$ cat src/rtl/temp_disp_ctrl.sv
// ---------------------------------------------------------------------------
// temp_disp_ctrl
//
// Converts a 6-bit binary temperature into the two decimal digits shown on a
// 4-digit multiplexed display. It also carries a 2-bit system-state code for
// digit 0 and generates the display's digit-scan strobe.
//
// Each accepted sample is clamped to the displayable range 20..59 C. It is
// then split into tens and units by repeated subtraction of 10, one
// subtraction per clock. The display registers change only when a
// conversion has finished, so the display never shows a partial result.
//
// Parameters
//   SCAN_DIV    clk cycles per digit-scan strobe (2 .. 2^20)
//
// Ports
//   clk         system clock, rising-edge active
//   rst         asynchronous active-high reset
//   temp_in     binary temperature 0..63 C
//   temp_valid  temp_in / est_in offered for capture
//   est_in      system-state code for digit 0
//   temp_ready  idle, a sample offered this cycle is accepted
//   uni         units digit 0..9 (bit 4 always 0)
//   dec         tens digit minus 2 (0..3 = 20..59 C)
//   est         registered system-state code
//   range_err   last accepted sample was clamped
//   scan_en     one-cycle strobe advancing the display multiplexer
// ---------------------------------------------------------------------------
module temp_disp_ctrl #(
    parameter int SCAN_DIV = 50000
) (
    input  logic       clk,
    input  logic       rst,
    input  logic [5:0] temp_in,
    input  logic       temp_valid,
    input  logic [1:0] est_in,
    output logic       temp_ready,
    output logic [4:0] uni,
    output logic [1:0] dec,
    output logic [1:0] est,
    output logic       range_err,
    output logic       scan_en
);

    // The counter is just wide enough to hold SCAN_DIV-1.
    localparam int SCAN_W = (SCAN_DIV > 1) ? $clog2(SCAN_DIV) : 1;
    localparam logic [SCAN_W-1:0] SCAN_LAST = SCAN_W'(SCAN_DIV - 1);

    localparam logic [5:0] TEMP_MIN = 6'd20;
    localparam logic [5:0] TEMP_MAX = 6'd59;

    typedef enum logic [1:0] {
        IDLE = 2'd0,
        CONV = 2'd1,
        LOAD = 2'd2
    } state_t;

    state_t state;
    state_t state_next;

    logic [5:0]        work;
    logic [2:0]        tens;
    logic [1:0]        est_lat;
    logic              err_cand;
    logic [SCAN_W-1:0] scan_cnt;

    logic       do_capture;
    logic       do_subtract;
    logic       do_update;
    logic [5:0] temp_clamped;
    logic       temp_out_of_range;

    // Clamp is purely combinational, so the value loaded at capture is
    // already in range. After clamping, work stays below 60 and tens stays
    // below 6, which fit in 6 and 3 bits.
    always_comb begin
        temp_clamped      = temp_in;
        temp_out_of_range = 1'b0;
        if (temp_in < TEMP_MIN) begin
            temp_clamped      = TEMP_MIN;
            temp_out_of_range = 1'b1;
        end else if (temp_in > TEMP_MAX) begin
            temp_clamped      = TEMP_MAX;
            temp_out_of_range = 1'b1;
        end
    end

    // State register.
    always_ff @(posedge clk or posedge rst) begin
        if (rst) begin
            state <= IDLE;
        end else begin
            state <= state_next;
        end
    end

    // Next-state logic and datapath strobes. temp_ready is a Moore output,
    // so a sample offered while busy is simply not seen.
    always_comb begin
        state_next  = state;
        temp_ready  = 1'b0;
        do_capture  = 1'b0;
        do_subtract = 1'b0;
        do_update   = 1'b0;
        case (state)
            IDLE: begin
                temp_ready = 1'b1;
                if (temp_valid) begin
                    do_capture = 1'b1;
                    state_next = CONV;
                end
            end
            CONV: begin
                if (work >= 6'd10) begin
                    do_subtract = 1'b1;
                end else begin
                    state_next = LOAD;
                end
            end
            LOAD: begin
                do_update  = 1'b1;
                state_next = IDLE;
            end
            default: begin
                state_next = IDLE;
            end
        endcase
    end

    // Conversion working registers. These are kept apart from the display
    // registers so that intermediate values never reach the outputs.
    always_ff @(posedge clk or posedge rst) begin
        if (rst) begin
            work     <= '0;
            tens     <= '0;
            est_lat  <= '0;
            err_cand <= 1'b0;
        end else if (do_capture) begin
            work     <= temp_clamped;
            tens     <= '0;
            est_lat  <= est_in;
            err_cand <= temp_out_of_range;
        end else if (do_subtract) begin
            work <= work - 6'd10;
            tens <= tens + 3'd1;
        end
    end

    // Display registers. They update together on the LOAD exit edge and
    // hold otherwise. dec is the tens digit minus 2. Doing this subtraction
    // in 2 bits gives the same result as doing it in 3 bits, because tens
    // is always 2..5 here.
    always_ff @(posedge clk or posedge rst) begin
        if (rst) begin
            uni       <= '0;
            dec       <= '0;
            est       <= '0;
            range_err <= 1'b0;
        end else if (do_update) begin
            uni       <= {1'b0, work[3:0]};
            dec       <= tens[1:0] - 2'd2;
            est       <= est_lat;
            range_err <= err_cand;
        end
    end

    // Free-running scan divider, independent of the conversion FSM.
    always_ff @(posedge clk or posedge rst) begin
        if (rst) begin
            scan_cnt <= '0;
        end else if (scan_cnt == SCAN_LAST) begin
            scan_cnt <= '0;
        end else begin
            scan_cnt <= scan_cnt + 1'b1;
        end
    end

    // The strobe is decoded from the counter. Because the counter is 0
    // during reset and SCAN_DIV is at least 2, the strobe is low during
    // reset. Its first pulse comes SCAN_DIV cycles after reset is released.
    assign scan_en = (scan_cnt == SCAN_LAST);

endmodule

$ cat config.mk
export PLATFORM = sky130hd
export DESIGN_NAME = temp_disp_ctrl
export DESIGN_NICKNAME = d
export VERILOG_FILES = /design/src/rtl/temp_disp_ctrl.sv
export SDC_FILE = /design/constraint.sdc
export NUM_CORES = 1
export LEC_CHECK = 0
export BUFFER_PORTS_ARGS = -buffer_cell sky130_fd_sc_hd__buf_2
export CAP_MARGIN = 20
export CELL_PAD_IN_SITES_DETAIL_PLACEMENT = 0
export CELL_PAD_IN_SITES_GLOBAL_PLACEMENT = 1
export CORE_ASPECT_RATIO = 1.75
export CORE_MARGIN = 4
export CORE_UTILIZATION = 44
export DETAILED_ROUTE_END_ITERATION = 10
export HOLD_SLACK_MARGIN = 0.03
export PLACE_DENSITY_LB_ADDON = 0.3
export SYNTH_ARGS = -nofsm -noshare
export SYNTH_HDL_FRONTEND = slang
export SYNTH_SLANG_ARGS = --single-unit
$ cat constraint.sdc
create_clock -name clk -period 2.19 [get_ports clk]
set_clock_uncertainty 0.05 [all_clocks]
set_input_delay 0.438 -clock clk [delete_from_list [all_inputs] [get_ports clk]]
set_output_delay 0.438 -clock clk [all_outputs]
set_load 0.05 [all_outputs]
==> impl_metrics.toml, run 1 <==
[sta]
fin_crit_sh_pct = 98.7
setup_viol = 0
max_freq_mhz = 463
hold_slack_ps = 201
drv_slew = 0
max-slew-margin-rel_pct = 59.5
final_hold_viol_count = 0
final.setup.tns_ps = 0
worst_pin_slew_ps = 606
fin_crit_ps = 2160
rsz0062_at_grt = "true"

[routing]
viasPerCell = 5.34
via_count = 1352
antenna_left = 0
routedWlPerCell_um = 14.6
wl_um = 3690
drc_errors = 0
first_pass_iters = 5
drt-initial-drc-count = 40

[run]
max-cap-violations = 0

[floorplanning]
start_util_pct = 45.9
die-area_um2 = 5240
rows = 30
die_y_um = 92.8
die_w_um = 56.5
core_area_um2 = 3940
ios = 23

[logic_synthesis]
ys_ff_latch = 38
synth_ff_type = "dfrtp_1"
synth.distinct_cells = 37
synth_cells = 169
seq_area_frac_synth_pct = 52.6
yosysWarnings = 0
synth-edff-count = 0
synth_area_um2 = 1810
syn_area_per_cell_um2 = 10.7
syn_nets = 182
ys_async_sr_fraction_pct = 100

[critical_path]
crit_chain = "nand4bb_4 -> nor4_4 -> nor3b_4 -> buf_6"
r2r_cells = 6
end_kind = "primary output"
cp.required_ps = 1700
path_depth = 4
critPathSlowestCell = "dfrtp_1"
crit_type = "reg -> out"
critPathBufInv = 1
crit_fanout = 3
startpoint_type = "register"
worstPathArrival_ps = 1670
slowest_delay_ps = 410
cp_top_family = "simple AND/OR/NAND/NOR gates"

[clock_tree]
numCtsBuffers = 5
cts_sinks = 38
tritoncts = "yes"
clk_latency_ps = 290
clock_path_buffers = 2
clockRootBuffer = "clkbuf_8"
hold_buffers = 0
path_clk_slew_ps = 70
htreeDepth = 2

[power_and_ir_drop]
fin_total_pwr_mw = 2.51
p_per_area_nw_per_um2 = 1170
ir_drop_mv = 0.742
power.leakage_nw = 1.01

[layout]
syn2layout_area_growth_pct = 18.7
postLayoutCoreUtil_pct = 54.4
final_cells = 253
most-common-layout-cells = "dfrtp_1, buf_2, nand2_1"
mostFrequentLayoutCell = "dfrtp_1"
diodes = 0
drive_gt1_share_pct = 25.9
fin_nets = 218

[run_status]
status = "finished, final reports clean"

[worst_hold_path]
min_path_type = "in -> async"

[placement]
io_buffers = 21
dpl.hpwl_um = 2620
place.gp.congestion = 0.813
placed_cells = 237

[global_route]
grt_max_degree = 39
grt_pass1_vias = 1475
grt_first_pass_wirelength_um = 6510
antenna_found_initial = 0
grtUsageTotal_pct = 16.0
gr-total-overflow = 0
[kinds of logic after synthesis]
group / count (synthesis) / synth area share [%]
AOI/OAI and AO/OA: 27 / 8.93
xor gates and xnor gates: 14 / 6.78
other: 1 / 0.207
adders and majority gates: 2 / 1.38
DFF: 38 / 52.6
muxes: 12 / 7.20
buffers and inverters: 10 / 2.49
and+or+nand+nor: 65 / 20.4
[through the flow]
step / area [um^2] / setup WS, ps
2_1_floorplan: 1810 / 80.9
3_3_place_gp: 1970 / 174
3_5_place_dp: 1970 / 164
4_1_cts: 2090 / -29.6
5_1_grt: 2150 / -36.1
6_report: 2150 / 29.4
[Yosys cell counts (2+ instances only)]
library cell / instances / area share, %
buf_4: 2 / 0.83
mux2_2: 8 / 5.0
clkbuf_1: 2 / 0.42
dfrtp_1: 38 / 53
nand2b_1: 5 / 1.7
nand4_1: 4 / 1.4
xor2_1: 6 / 2.9
nand3_1: 3 / 0.83
nor2b_1: 4 / 1.4
nor4_1: 5 / 1.7
nand2_1: 16 / 3.3
nor3_1: 6 / 1.7
inv_1: 6 / 1.2
a21o_1: 2 / 0.83
a21oi_1: 9 / 2.5
ha_1: 2 / 1.4
o21a_1: 2 / 0.83
nor2_1: 13 / 2.7
xnor2_1: 8 / 3.9
mux2i_1: 4 / 2.2
o21ai_0: 8 / 2.2
[layer usage]
layer / up-vias / track usage (%) / share of wire (%)
met2: 29 / 28.4 / 57
met3: 8 / 4.32 / 3.2
met4: 0 / 9.11 / 2.0
li1: 658 / - / -
met5: - / 0 / 0
met1: 657 / 16.3 / 38
[final cells by class]
class | instances | area, um^2
repair buffers | 33 | 201
inverters | 6 | 22.5
fillers | 360 | 1800
multi-input cells | 121 | 833
well taps | 48 | 60.1
flip-flops and latches | 38 | 952
clock buffers | 7 | 76.3
[registers in the layout (all words and copies together) (netlist names)]
signal,flops
state,2
dec,2
est_lat,2
range_err,1
scan_cnt,16
uni,4
work,6
tens,2
est,2
err_cand,1
[final timing paths]
kind | endpoint | slack (ps) | from
worst max-delay path | scan_en | 30 | scan_cnt[7]$_DFF_PP0_
worst min-delay path | est_lat[1]$_DFFE_PP0P_ | 200 | rst
worst max register to register | scan_cnt[14]$_DFF_PP0_ | 500 | scan_cnt[7]$_DFF_PP0_
worst min register to register | work[0]$_DFFE_PP0P_ | 430 | work[0]$_DFFE_PP0P_
max in group asynchronous | scan_cnt[8]$_DFF_PP0_ | 1550 | rst
min in group clk | tens[0]$_DFFE_PP0P_ | 270 | temp_valid
[worst min-delay path: stages]
cell   delay [ps]
buf_2          90
inv_1          40
buf_4         400
[where the power goes]
group	switching, mW	internal (mW)	total [mW]
Combinational	0.682	0.356	1.04
Sequential	0.130	0.904	1.03
Clock	0.223	0.219	0.442
Total	1.04	1.48	2.51
[timing repair]
action                                  in CTS  in global routing
pin swaps                                    2                  2
resized for setup                            3                  2
buffers inserted                             4                  5
endpoints found under the setup margin       1                  1
(Power assumes the default switching activity.)
==> inputs of run 2 (changes only) <==
- BUFFER_PORTS_ARGS: -buffer_cell sky130_fd_sc_hd__buf_2 -> -buffer_cell sky130_fd_sc_hd__clkbuf_2
==> impl_metrics.toml, run 2 (synthesis results as in run 1) <==
[run_status]
status = "finished, final reports clean"

[floorplanning]
core_area_um2 = 3940
rows = 30
start_util_pct = 45.9
die_w_um = 56.5
die-area_um2 = 5240
die_y_um = 92.8
ios = 23

[global_route]
gr-total-overflow = 0
grtUsageTotal_pct = 15.5
grt_first_pass_wirelength_um = 6360
grt_pass1_vias = 1458
antenna_found_initial = 0
grt_max_degree = 39

[clock_tree]
tritoncts = "yes"
clk_latency_ps = 280
numCtsBuffers = 5
htreeDepth = 2
clock_path_buffers = 2
cts_sinks = 38
clockRootBuffer = "clkbuf_8"
path_clk_slew_ps = 70

[critical_path]
crit_fanout = 3
end_kind = "primary output"
critPathSlowestCell = "dfrtp_1"
crit_chain = "nand4bb_4 -> nor4_4 -> nor3b_4 -> buf_8"
crit_type = "reg -> out"
startpoint_type = "register"
slowest_delay_ps = 400
worstPathArrival_ps = 1670
cp.required_ps = 1700

[placement]
postPlaceCellArea_um2 = 1970
place.gp.congestion = 0.813
dpl.hpwl_um = 2620
io_buffers = 21

[sta]
drv_slew = 0
worst_pin_slew_ps = 572
fin_crit_sh_pct = 98.3
final_hold_viol_count = 0
max-slew-margin-rel_pct = 61.8
rsz0062_at_grt = "true"
hold_slack_ps = 185
fin_crit_ps = 2150
max_freq_mhz = 464
setup_viol = 0

[routing]
routedWlPerCell_um = 14.1
viasPerCell = 5.45
via_count = 1363
drt-initial-drc-count = 32
first_pass_iters = 4
wl_um = 3530
drc_errors = 0
antenna_left = 0

[layout]
final_cell_area_um2 = 2140
multi_input_comb_area_um2 = 833
regArea_um2 = 951
fin_nets = 216
syn2layout_area_growth_pct = 18.3
diodes = 0
most-common-layout-cells = "dfrtp_1, clkbuf_2, nand2_1"
largest_reg_flops = 16
top_regs = "scan_cnt x16, work x6, uni x4"
drive_gt1_share_pct = 25.2
mostFrequentLayoutCell = "dfrtp_1"
largest-register = "scan_cnt"
num-fill-cells = 358

[power_and_ir_drop]
p_per_area_nw_per_um2 = 1180
ir_drop_mv = 0.738
power.leakage_nw = 1.01

[run]
max-cap-violations = 0

[worst_hold_path]
min_path_type = "in -> async"
run 2: cell count changes in the layout (fill, tap and decap cells not counted), moves of 2 or more:
cell      previous run  this run
buf_2               20         0
buf_4               12        10
clkbuf_1             2         0
clkbuf_2             0        20
run 2: worst max-delay path, delay by kind of cell (launching register included):
| family | cells | cell delay, ps |
|---|---|---|
| and+or+nand+nor | 3 | 810 |
| DFF | 1 | 400 |
| buffers and inverters | 1 | 180 |
run 2: metal layers:
metal	up-vias	track usage, %	routed length [um]
li1	657	-	-
met1	662	16.4	1360
met2	27	26.7	1860
met3	17	3.63	118
met4	0	9.70	191
met5	-	0	0
run 2: final timing paths:
path / from / to / slack (ps) / cells after the start
setup / recovery: scan_cnt[12]$_DFF_PP0_ / scan_en / 40 / 4
hold / removal: rst / scan_cnt[1]$_DFF_PP0_ / 180 / 3
setup reg to reg: scan_cnt[12]$_DFF_PP0_ / scan_cnt[14]$_DFF_PP0_ / 490 / 6
hold reg to reg: tens[1]$_DFFE_PP0P_ / tens[1]$_DFFE_PP0P_ / 420 / 1
max in group asynchronous: rst / dec[1]$_DFFE_PP0N_ / 1570 / 3
min in group clk: temp_valid / tens[0]$_DFFE_PP0P_ / 280 / 2
run 2: layout make-up:
type | count | share of cell area (%)
repair buffers | 31 | 8.89
flip-flops and latches | 38 | 44.4
well taps | 48 | 2.81
multi-input cells | 121 | 38.9
clock buffers | 6 | 3.86
inverters | 6 | 1.05
run 2: metrics by stage:
stage | setup TNS, ps | setup slack, ps | utilization (%) | total power, mW | std cells
final | 0 | 36.8 | 54.3 | 2.53 | 250
after CTS | -55.7 | -55.7 | 53.3 | 2.58 | 247
after global routing | -64.7 | -64.7 | 54.3 | 2.72 | 250
after detailed placement | 0 | 151 | 50.1 | 2.10 | 237
after global placement | 0 | 154 | 50.1 | 2.07 | 237
after floorplan | 0 | 80.9 | - | 1.86 | 169
run 2: timing repair:
item | in CTS | in global routing
gates cloned | 0 | 0
endpoints found under the setup margin | 1 | 1
resized for setup | 3 | 2
pin swaps | 1 | 2
hold buffers | 0 | 0
buffers inserted | 4 | 3
run 2: power breakdown:
group / leakage, nW / total, mW / switching, mW / internal [mW]
sequential: 0.478 / 1.03 / 0.129 / 0.904
clock: 0.0431 / 0.460 / 0.218 / 0.242
combinational: 0.488 / 1.03 / 0.682 / 0.353
==> inputs of run 3 (changes only) <==
- CORE_UTILIZATION: 44 -> 35
==> impl_metrics.toml, run 3 (synthesis results as in run 1) <==
[clock_tree]
tritoncts = "yes"
path_clk_slew_ps = 80
numCtsBuffers = 5
clock_path_buffers = 2
hold_buffers = 0
htreeDepth = 2
cts_sinks = 38
clk_latency_ps = 280
clockRootBuffer = "clkbuf_8"

[sta]
max-slew-margin-rel_pct = 63.4
fin_crit_ps = 2250
max_freq_mhz = 444
final_hold_viol_count = 0
worst_pin_slew_ps = 549
worst_slack_ps = -64.6
setup_viol = 1
rsz0062_at_grt = "true"
drv_slew = 0
hold_slack_ps = 182
fin_crit_sh_pct = 103

[floorplanning]
ios = 23
core_area_um2 = 4980
start_util_pct = 36.3
die_y_um = 103
rows = 34
die-area_um2 = 6420
die_w_um = 62.3

[placement]
dpl.hpwl_um = 2710
place.gp.congestion = 0.721
postPlaceCellArea_um2 = 2000
io_buffers = 21

[layout]
drive_gt1_share_pct = 23.6
largest-register = "scan_cnt"
mostFrequentLayoutCell = "dfrtp_1"
largest_reg_flops = 16
fin_nets = 211
most-common-layout-cells = "dfrtp_1, clkbuf_2, nand2_1"
diodes = 0
multi_input_comb_area_um2 = 833
syn2layout_area_growth_pct = 18.5
regArea_um2 = 951
final_cell_area_um2 = 2140
top_regs = "scan_cnt x16, work x6, uni x4"
num-fill-cells = 477

[critical_path]
critPathSlowestCell = "dfrtp_1"
cp_top_family = "simple AND/OR/NAND/NOR gates"
crit_fanout = 4
cp.required_ps = 1700
critPathBufInv = 1
startpoint_type = "register"
worstPathArrival_ps = 1770
slowest_delay_ps = 420
end_kind = "primary output"
crit_chain = "or3_4 -> nor4_4 -> nor3b_4 -> buf_12"
crit_type = "reg -> out"

[global_route]
grt_pass1_vias = 1369
gr-total-overflow = 0
antenna_found_initial = 0
grt_max_degree = 39
grtUsageTotal_pct = 12.4
grt_first_pass_wirelength_um = 6310

[run]
max-cap-violations = 0

[routing]
drc_errors = 0
antenna_left = 0
viasPerCell = 5.25
via_count = 1327
first_pass_iters = 4
routedWlPerCell_um = 14.1
wl_um = 3560
drt-initial-drc-count = 29

[power_and_ir_drop]
power.leakage_nw = 0.990
ir_drop_mv = 0.801
p_per_area_nw_per_um2 = 1240

[run_status]
violations = "setup timing"
status = "finished, violations left"

[worst_hold_path]
min_path_type = "in -> async"
run 3: changes by cell type in the layout (fill, tap and decap cells not counted), sizes merged:
cell / delta
buf: -5
bufinv: +1
clkinvlp: +1
run 3: per-layer routing:
layer / routed length, um / GRT usage (%)
met5: 0 / 0
met4: 86 / 6.05
met3: 126 / 2.62
met2: 1990 / 23.0
met1: 1350 / 13.1
run 3: final timing paths:
path,start,end,slack (ps),depth (start not counted)
hold / removal,rst,est[1]$_DFFE_PP0N_,180,3
setup / recovery,scan_cnt[11]$_DFF_PP0_,scan_en,-60,4
setup reg to reg,scan_cnt[11]$_DFF_PP0_,scan_cnt[8]$_DFF_PP0_,380,6
min in group clk,temp_valid,tens[0]$_DFFE_PP0P_,280,2
max in group asynchronous,rst,est[0]$_DFFE_PP0N_,1560,3
hold reg to reg,tens[1]$_DFFE_PP0P_,tens[1]$_DFFE_PP0P_,430,1
run 3: power by group:
part	leakage, nW	switching (mW)	internal, mW
clock network	0.0514	0.238	0.340
registers	0.478	0.135	0.903
logic	0.461	0.680	0.367
total	0.990	1.05	1.61
run 3: layout make-up:
cell class	count	area share (%)
Sequential cell	38	44.4
Multi-Input combinational cell	121	38.9
Timing Repair Buffer	26	7.36
Clock buffer	6	3.39
Tap cell	54	3.15
Clock inverter	2	1.75
Inverter	6	1.05
run 3: what timing repair did:
item / CTS / global route
resized for setup: 2 / 0
setup endpoints to repair: 1 / 1
buffers inserted: 1 / 0
cloned: 0 / 0
pin swaps: 0 / 1
run 3: metrics by stage:
step / cells / TNS (ps) / worst slack (ps) / util, % / total power [mW]
floorplan: 169 / 0 / 80.9 / - / 1.86
finish: 253 / -64.6 / -64.6 / 43.0 / 2.66
global placement: 244 / 0 / 233 / 40.2 / 2.10
global route: 253 / -169 / -169 / 43.0 / 2.86
CTS: 253 / -86.2 / -86.2 / 43.0 / 2.71
detailed placement: 244 / 0 / 202 / 40.2 / 2.12
run 3: worst reg2reg max path: stages, from the launching register on:
cell and delay [ps]:
dfrtp_1 420, or3_4 410, nor4_4 200, nor3b_4 290
buf_4 150, buf_4 140, nor2_1 50
